===== src/rtl/pc_gen_if.sv =====
// Fetch-stage control/address bundle between the pipeline controller and pc_gen.
// master: pipeline side that requests stalls and redirects.
// slave:  pc_gen side that produces the fetch address.
interface pc_gen_if;
  logic        stall_i;
  logic        branch_flag_i;
  logic [31:0] branch_target_i;
  logic        flush_i;
  logic [31:0] new_pc_i;
  logic [31:0] pc_o;
  logic        ce_o;
  logic        pend_o;
  logic        addr_err_o;

  modport master (
    output stall_i, branch_flag_i, branch_target_i, flush_i, new_pc_i,
    input  pc_o, ce_o, pend_o, addr_err_o
  );

  modport slave (
    input  stall_i, branch_flag_i, branch_target_i, flush_i, new_pc_i,
    output pc_o, ce_o, pend_o, addr_err_o
  );
endinterface


===== src/rtl/pc_gen.sv =====
// MIPS32 fetch-stage program-counter generator.
// Sequential increment, stall hold, branch/jump redirect with a one-entry
// pending buffer for branches that arrive during a stall, and flush redirect.
// Optional feature macro: ALIGN_CHECK_EN
//   defined   - misaligned redirect targets are dropped and pulse addr_err_o
//   undefined - target bits [1:0] are cleared and the redirect is taken
// All outputs are registered; reset is synchronous, active-low.
module pc_gen #(
  parameter logic [31:0] RESET_VEC = 32'h0000_0000,
  parameter logic [31:0] PC_STEP   = 32'd4
) (
  input  logic     clk,
  input  logic     rst_n,
  pc_gen_if.slave  bus
);

  typedef enum logic {
    IDLE = 1'b0,
    RUN  = 1'b1
  } state_t;

  state_t      state_q, state_d;
  logic [31:0] pc_q, pc_d;
  logic [31:0] pend_tgt_q, pend_tgt_d;
  logic        ce_q, ce_d;
  logic        pend_q, pend_d;
  logic        err_q, err_d;

  // Redirect target qualification: "ok" says the target may be used,
  // "tgt" is the address actually loaded into the PC.
  logic        flush_ok, branch_ok;
  logic [31:0] flush_tgt, branch_tgt;

`ifdef ALIGN_CHECK_EN
  assign flush_ok   = (bus.new_pc_i[1:0] == 2'b00);
  assign branch_ok  = (bus.branch_target_i[1:0] == 2'b00);
  assign flush_tgt  = bus.new_pc_i;
  assign branch_tgt = bus.branch_target_i;
`else
  assign flush_ok   = 1'b1;
  assign branch_ok  = 1'b1;
  assign flush_tgt  = bus.new_pc_i & 32'hFFFF_FFFC;
  assign branch_tgt = bus.branch_target_i & 32'hFFFF_FFFC;
`endif

  // A rejected redirect behaves as if it had not been requested; the error
  // pulse is only raised for a request that priority would have honoured.
  logic flush_take, branch_take, bad_redirect;
  assign flush_take   = bus.flush_i && flush_ok;
  assign branch_take  = bus.branch_flag_i && branch_ok;
  assign bad_redirect = (bus.flush_i && !flush_ok) ||
                        (!flush_take && bus.branch_flag_i && !branch_ok);

  // State register.
  // NOTE: sequential state uses non-blocking (<=) so every flop samples
  // pre-edge values regardless of block ordering.
  always_ff @(posedge clk) begin
    if (!rst_n) state_q <= IDLE;
    else        state_q <= state_d;
  end

  // Next-state logic: IDLE lasts exactly one cycle after reset release.
  always_comb begin
    state_d = state_q;
    case (state_q)
      IDLE:    state_d = RUN;
      RUN:     state_d = RUN;
      default: state_d = IDLE;
    endcase
  end

  // Next-value logic for the registered outputs, in redirect priority order.
  always_comb begin
    // NOTE: every variable gets a default first so no path can infer a latch.
    pc_d       = pc_q;
    pend_tgt_d = pend_tgt_q;
    ce_d       = ce_q;
    pend_d     = pend_q;
    err_d      = 1'b0;
    case (state_q)
      IDLE: begin
        ce_d = 1'b1;
      end
      RUN: begin
        ce_d  = 1'b1;
        err_d = bad_redirect;
        if (flush_take) begin
          pc_d   = flush_tgt;
          pend_d = 1'b0;
        end else if (bus.stall_i) begin
          if (branch_take) begin
            pend_tgt_d = branch_tgt;
            pend_d     = 1'b1;
          end
        end else if (branch_take) begin
          pc_d   = branch_tgt;
          pend_d = 1'b0;
        end else if (pend_q) begin
          pc_d   = pend_tgt_q;
          pend_d = 1'b0;
        end else begin
          pc_d = pc_q + PC_STEP;
        end
      end
      default: ;
    endcase
  end

  // Output/datapath registers.
  always_ff @(posedge clk) begin
    if (!rst_n) begin
      pc_q       <= RESET_VEC;
      pend_tgt_q <= 32'h0000_0000;
      ce_q       <= 1'b0;
      pend_q     <= 1'b0;
      err_q      <= 1'b0;
    end else begin
      pc_q       <= pc_d;
      pend_tgt_q <= pend_tgt_d;
      ce_q       <= ce_d;
      pend_q     <= pend_d;
      err_q      <= err_d;
    end
  end

  assign bus.pc_o       = pc_q;
  assign bus.ce_o       = ce_q;
  assign bus.pend_o     = pend_q;
  assign bus.addr_err_o = err_q;

endmodule


===== src/flat_wrapper.sv =====
// flat-port wrapper written by rule: the top's interface ports become plain ports
module pc_gen_flat 
#(
  parameter logic [31:0] RESET_VEC = 32'h0000_0000,
  parameter logic [31:0] PC_STEP   = 32'd4
)
  (clk, rst_n, bus_stall_i, bus_branch_flag_i, bus_branch_target_i, bus_flush_i, bus_new_pc_i, bus_pc_o, bus_ce_o, bus_pend_o, bus_addr_err_o);
  pc_gen_if bus_i ();
  input  logic clk;
  input  logic rst_n;
  input wire logic [$bits(bus_i.stall_i)-1:0] bus_stall_i;
  input wire logic [$bits(bus_i.branch_flag_i)-1:0] bus_branch_flag_i;
  input wire logic [$bits(bus_i.branch_target_i)-1:0] bus_branch_target_i;
  input wire logic [$bits(bus_i.flush_i)-1:0] bus_flush_i;
  input wire logic [$bits(bus_i.new_pc_i)-1:0] bus_new_pc_i;
  output wire logic [$bits(bus_i.pc_o)-1:0] bus_pc_o;
  output wire logic [$bits(bus_i.ce_o)-1:0] bus_ce_o;
  output wire logic [$bits(bus_i.pend_o)-1:0] bus_pend_o;
  output wire logic [$bits(bus_i.addr_err_o)-1:0] bus_addr_err_o;
  assign bus_i.stall_i = bus_stall_i;
  assign bus_i.branch_flag_i = bus_branch_flag_i;
  assign bus_i.branch_target_i = bus_branch_target_i;
  assign bus_i.flush_i = bus_flush_i;
  assign bus_i.new_pc_i = bus_new_pc_i;
  assign bus_pc_o = bus_i.pc_o;
  assign bus_ce_o = bus_i.ce_o;
  assign bus_pend_o = bus_i.pend_o;
  assign bus_addr_err_o = bus_i.addr_err_o;
  pc_gen #(.RESET_VEC(RESET_VEC), .PC_STEP(PC_STEP)) u_core (.clk(clk), .rst_n(rst_n), .bus(bus_i));
endmodule

===== config.mk =====
export PLATFORM = sky130hd
export DESIGN_NAME = pc_gen_flat
export DESIGN_NICKNAME = d
export VERILOG_FILES = /design/src/rtl/pc_gen_if.sv /design/src/rtl/pc_gen.sv /design/src/flat_wrapper.sv
export SDC_FILE = /design/constraint.sdc
export NUM_CORES = 1
export LEC_CHECK = 0
export ABC_CLOCK_PERIOD_IN_PS = 2500
export CORE_UTILIZATION = 45
export CTS_BUF_LIST = sky130_fd_sc_hd__clkbuf_8
export CTS_CLUSTER_SIZE = 25
export DETAILED_ROUTE_END_ITERATION = 10
export PLACE_DENSITY = 0.75
export SYNTH_ARGS = -nofsm -noshare
export SYNTH_HDL_FRONTEND = slang
export SYNTH_SLANG_ARGS = --single-unit

===== constraint.sdc =====
create_clock -name clk -period 2.5 [get_ports clk]
set_input_delay 0.25 -clock clk [delete_from_list [all_inputs] [get_ports clk]]
set_output_delay 0.25 -clock clk [all_outputs]
set_load 0.02 [all_outputs]

# ---- After elaboration in Yosys (flattened, before gate mapping)
# Cells that the tools add are included.
dict set report totals {
  ff_bits 64
  inputBits 69
  output_inout_bits 35
  word_cells 19
}
dict set report op_classes {
  eq_ne 2
  n_addsub 1
  bitwise 1
  n_reduce_logical 3
  n_mux 8
}
# cell count
set op_table {}
lappend op_table {{$mux W32} 4}
lappend op_table {{$add A32 B3 Y32 const B} 1}
lappend op_table {{$mux W1} 4}
lappend op_table {{$reduce_and A2 Y1} 2}
lappend op_table {{$reduce_and A4 Y1} 1}
lappend op_table {{$ne A3 B1 Y1 const B} 1}
lappend op_table {{$ne A2 B1 Y1 const B} 1}
lappend op_table {{$not A1 Y1} 1}

# ---- Longest topological paths before layout
dict set report logic_depth {
  word_depth 5
  mapped_depth 8
  mapped_depth_nobuf 6
}

# ---- Least setup slack after synthesis
# OpenSTA, ideal clock, no wires.
dict set report synth_timing {
  path_type {register to register}
  start {register u_core.pc_q[4], in the netlist u_core.bus.pc_o[4]}
  end {register u_core.pc_q[21], in the netlist u_core.bus.pc_o[21]}
  arrival_ns 1.900
  synth_period_minus_slack_ns 2.017
  path_stages_with_launch 6
  setup_slack_ns 0.483
  setup_time_ns 0.117
  n_path_buf 0
  required_time_ns 2.383
  cell_sequence {dfxtp_1 > nand4_2 > nor4_4 > or3b_1 > a31o_1 > a32o_1}
}
dict set report synth_via {
  elab_chain_cells 5
}
# element line_no
set synth_lines {}
lappend synth_lines {{start: declaration} pc_gen.sv:23} ;# logic [31:0] pc_q, pc_d;
lappend synth_lines {{start signal: assignment} pc_gen.sv:118} ;# pc_q <= pc_d;
lappend synth_lines {{$add A32 B3 Y32} pc_gen.sv:102} ;# pc_d = pc_q + PC_STEP;
lappend synth_lines {{$mux W32} pc_gen.sv:98} ;# end else if (pend_q) begin
lappend synth_lines {{$mux W32} pc_gen.sv:95} ;# end else if (branch_take) begin
lappend synth_lines {{$mux W32} pc_gen.sv:90} ;# end else if (bus.stall_i) begin
lappend synth_lines {{$mux W32} pc_gen.sv:87} ;# if (flush_take) begin
# No other way between the ends. The select of a mux whose other input is x is not followed.
# A chain may end at the register's enable or synchronous reset.

# ---- Worst setup path after layout
dict set report layout_timing {
  start {register u_core.pc_q[12], in the netlist u_core.bus.pc_o[12]}
  end {register u_core.pc_q[30], in the netlist u_core.bus.pc_o[30]}
}
# Same word-level chain as after synthesis.

==> results.toml <==
[global_routing]
grt_pass1_wl_mm = 19.49
track_usage = 0.2818
grt_pass1_vias = 3956
antenna_found_initial = 0
grt_max_degree = 43
grt-ovfl-total = 0

[critical_path]
worstSetupPathType = "flop to flop"
start_kind = "flop"
crit_fanout = 8
cp.arrival_ns = 2.36
cp-end-kind = "flop"
cp.required_ns = 2.71

[layout]
final_common_cell = "nand2_1"
final_cell_mix = "118 x nand2_1, 94 x clkdlybuf4s50_1, 62 x dfxtp_1"
nets = 676
num_antenna_cells = 0
drive_gt1_frac = 0.07553
multi_input_area_um2 = 2371
area_delta_synth_final_pct = 31.97
regArea_um2 = 1241
fillers = 757

[logic_synthesis]
synthFlopType = "dfxtp_1"
yosys_warnings = 0
ys_seq_elements = 62
syn_inst = 519
netlist_area_um2 = 3835
synth_cell_types = 63
async_flop_share = 0
avgSynthCellArea_um2 = 7.389
synth_seq_area_share = 0.3237
synth-edff-count = 0

[pwr]
irDropWorstVdd_mv = 0.2133
p_leak_nw = 1.767
p_total_mw = 2.362
power_density_nw_per_um2 = 466.7

[floorplanning]
rows = 33
die_height_um = 94.32
coreArea_um2 = 8217
die-area_um2 = 8895
die_x_um = 94.32
io_pins = 104
initial_core_util = 0.4667

[flow_run]
drv_cap = 0

[timing]
finalCritPeriodShare = 0.8563
period_needed_ns = 2.141
setup_viol_count_final = 0
rsz0062_at_grt = "false"
max_freq_mhz = 467.1
tightestPinTransition_ns = 0.6435
final_hold_viol_count = 0
max_slew_margin = 0.5599
skew_ns = 0.006382
slew_viol_final = 0
setup_tns_ns = 0

[routing]
viasPerCell = 6.084
routedWlPerCell_um = 17.11
ant_nets = 0
drt_wl_total_mm = 12.21
remaining_drc_errors = 0
num_vias = 4344
drt_pass1_iterations = 5
drt_first_iter_violations = 335

[clock_network]
postCtsSetupRepairBufs = 0
cts.clk_slew.worst_paths_ns = 0.07
insertion_delay_ns = 0.34
htreeDepth = 3
hold_buffers = 0
clock_sinks = 62
cts_tree = "built"
numCtsBuffers = 9
root_buffer = "clkbuf_8"
clockBufferDepth = 2
cts_resized = 0

[place]
routabilityCongestion = 0.8954
dp_hpwl_mm = 8.797
port_buffers = 96

[min_path]
hp-class = "flop to flop"

[outcome]
outcome = "completed"
==> path summary, 6_finish.rpt <==
| kind | start | end | slack [ns] | cells past startpoint |
|---|---|---|---|---|
| min | u_core.pend_tgt_q[3] | u_core.pend_tgt_q[3] | 0.46 | 2 |
| min reg2reg | u_core.pend_tgt_q[3] | u_core.pend_tgt_q[3] | 0.46 | 2 |
| max reg2reg | u_core.bus.pc_o[12] | u_core.bus.pc_o[30] | 0.36 | 5 |
| max | u_core.bus.pc_o[12] | u_core.bus.pc_o[30] | 0.36 | 5 |
==> critical path: stages, from the launching register on <==
cell	delay, ns
dfxtp_1	0.43
nand3_2	0.18
or4_1	0.74
nor4_2	0.38
o21ai_0	0.13
o2bb2ai_1	0.15
==> synthesized netlist by cell type (4+ instances only) <==
library cell,n,area (µm²)
a21boi_0,30,225.2
a21oi_1,20,100.1
a221oi_1,4,35.03
a22o_1,7,61.31
a31oi_1,5,31.28
a32o_1,6,60.06
a32oi_1,6,52.55
and3_1,4,25.02
buf_1,6,22.52
clkbuf_1,28,105.1
dfxtp_1,62,1241
inv_1,13,48.80
nand2_1,118,442.9
nand2b_1,11,68.82
nand3_1,16,80.08
nand4_1,11,68.82
nor2_1,19,71.32
nor2b_1,10,62.56
nor3_1,12,60.06
o21ai_0,34,170.2
o2bb2ai_1,5,43.79
o311ai_0,5,43.79
o31ai_1,13,97.59
==> cell type report <==
class / count / share of cell area
clock inverters: 4 / 0.003461
clock buffers: 10 / 0.02719
repair buffers: 116 / 0.2200
flip-flops and latches: 62 / 0.2452
inverters: 13 / 0.009642
well taps: 105 / 0.02596
multi-input cells: 404 / 0.4685
==> routing by layer <==
layer,GRT usage,part of all wire
met2,0.4499,0.46
met4,0.08333,0.018
met1,0.3845,0.44
met3,0.05178,0.079
met5,0,0
==> stage by stage <==
step / setup WS (ns) / area (µm²) / hold slack [ns] / cells / util
6_report: 0.3593 / 5061 / 0.4621 / 714 / 0.6160
5_1_grt: 0.1806 / 5061 / 0.4870 / 714 / 0.6160
4_1_cts: 0.3536 / 5061 / 0.4663 / 714 / 0.6160
3_5_place_dp: 0.3057 / 4906 / 0.4569 / 700 / 0.5971
3_3_place_gp: 0.4392 / 4906 / 0.4485 / 700 / 0.5971
2_1_floorplan: 0.4827 / 3842 / 0.2777 / 521 / -
==> logic make-up after synthesis <==
group | count (synthesis) | synth area share
flip-flops | 62 | 0.3237
buffers and inverters | 55 | 0.06003
AND/OR/NAND/NOR | 222 | 0.2799
XOR/XNOR | 6 | 0.01371
adder cells (fa/ha/maj) | 1 | 0.003262
AO/OA/AOI/OAI | 169 | 0.3106
other | 1 | 0.0009779
multiplexers | 3 | 0.007831
==> flip-flops by register name, summed over array words and instances, names as in the netlist <==
signal	count
u_core.pend_tgt_q	30
u_core.bus.pend_o	1
u_core.bus.pc_o	30
u_core.state_q	1
==> power breakdown <==
group / internal (mW) / leakage, nW / switching, mW
Sequential: 1.03 / 0.505 / 0.0610
Combinational: 0.259 / 1.17 / 0.267
Clock: 0.365 / 0.0904 / 0.378
(Power assumes the default switching activity.)
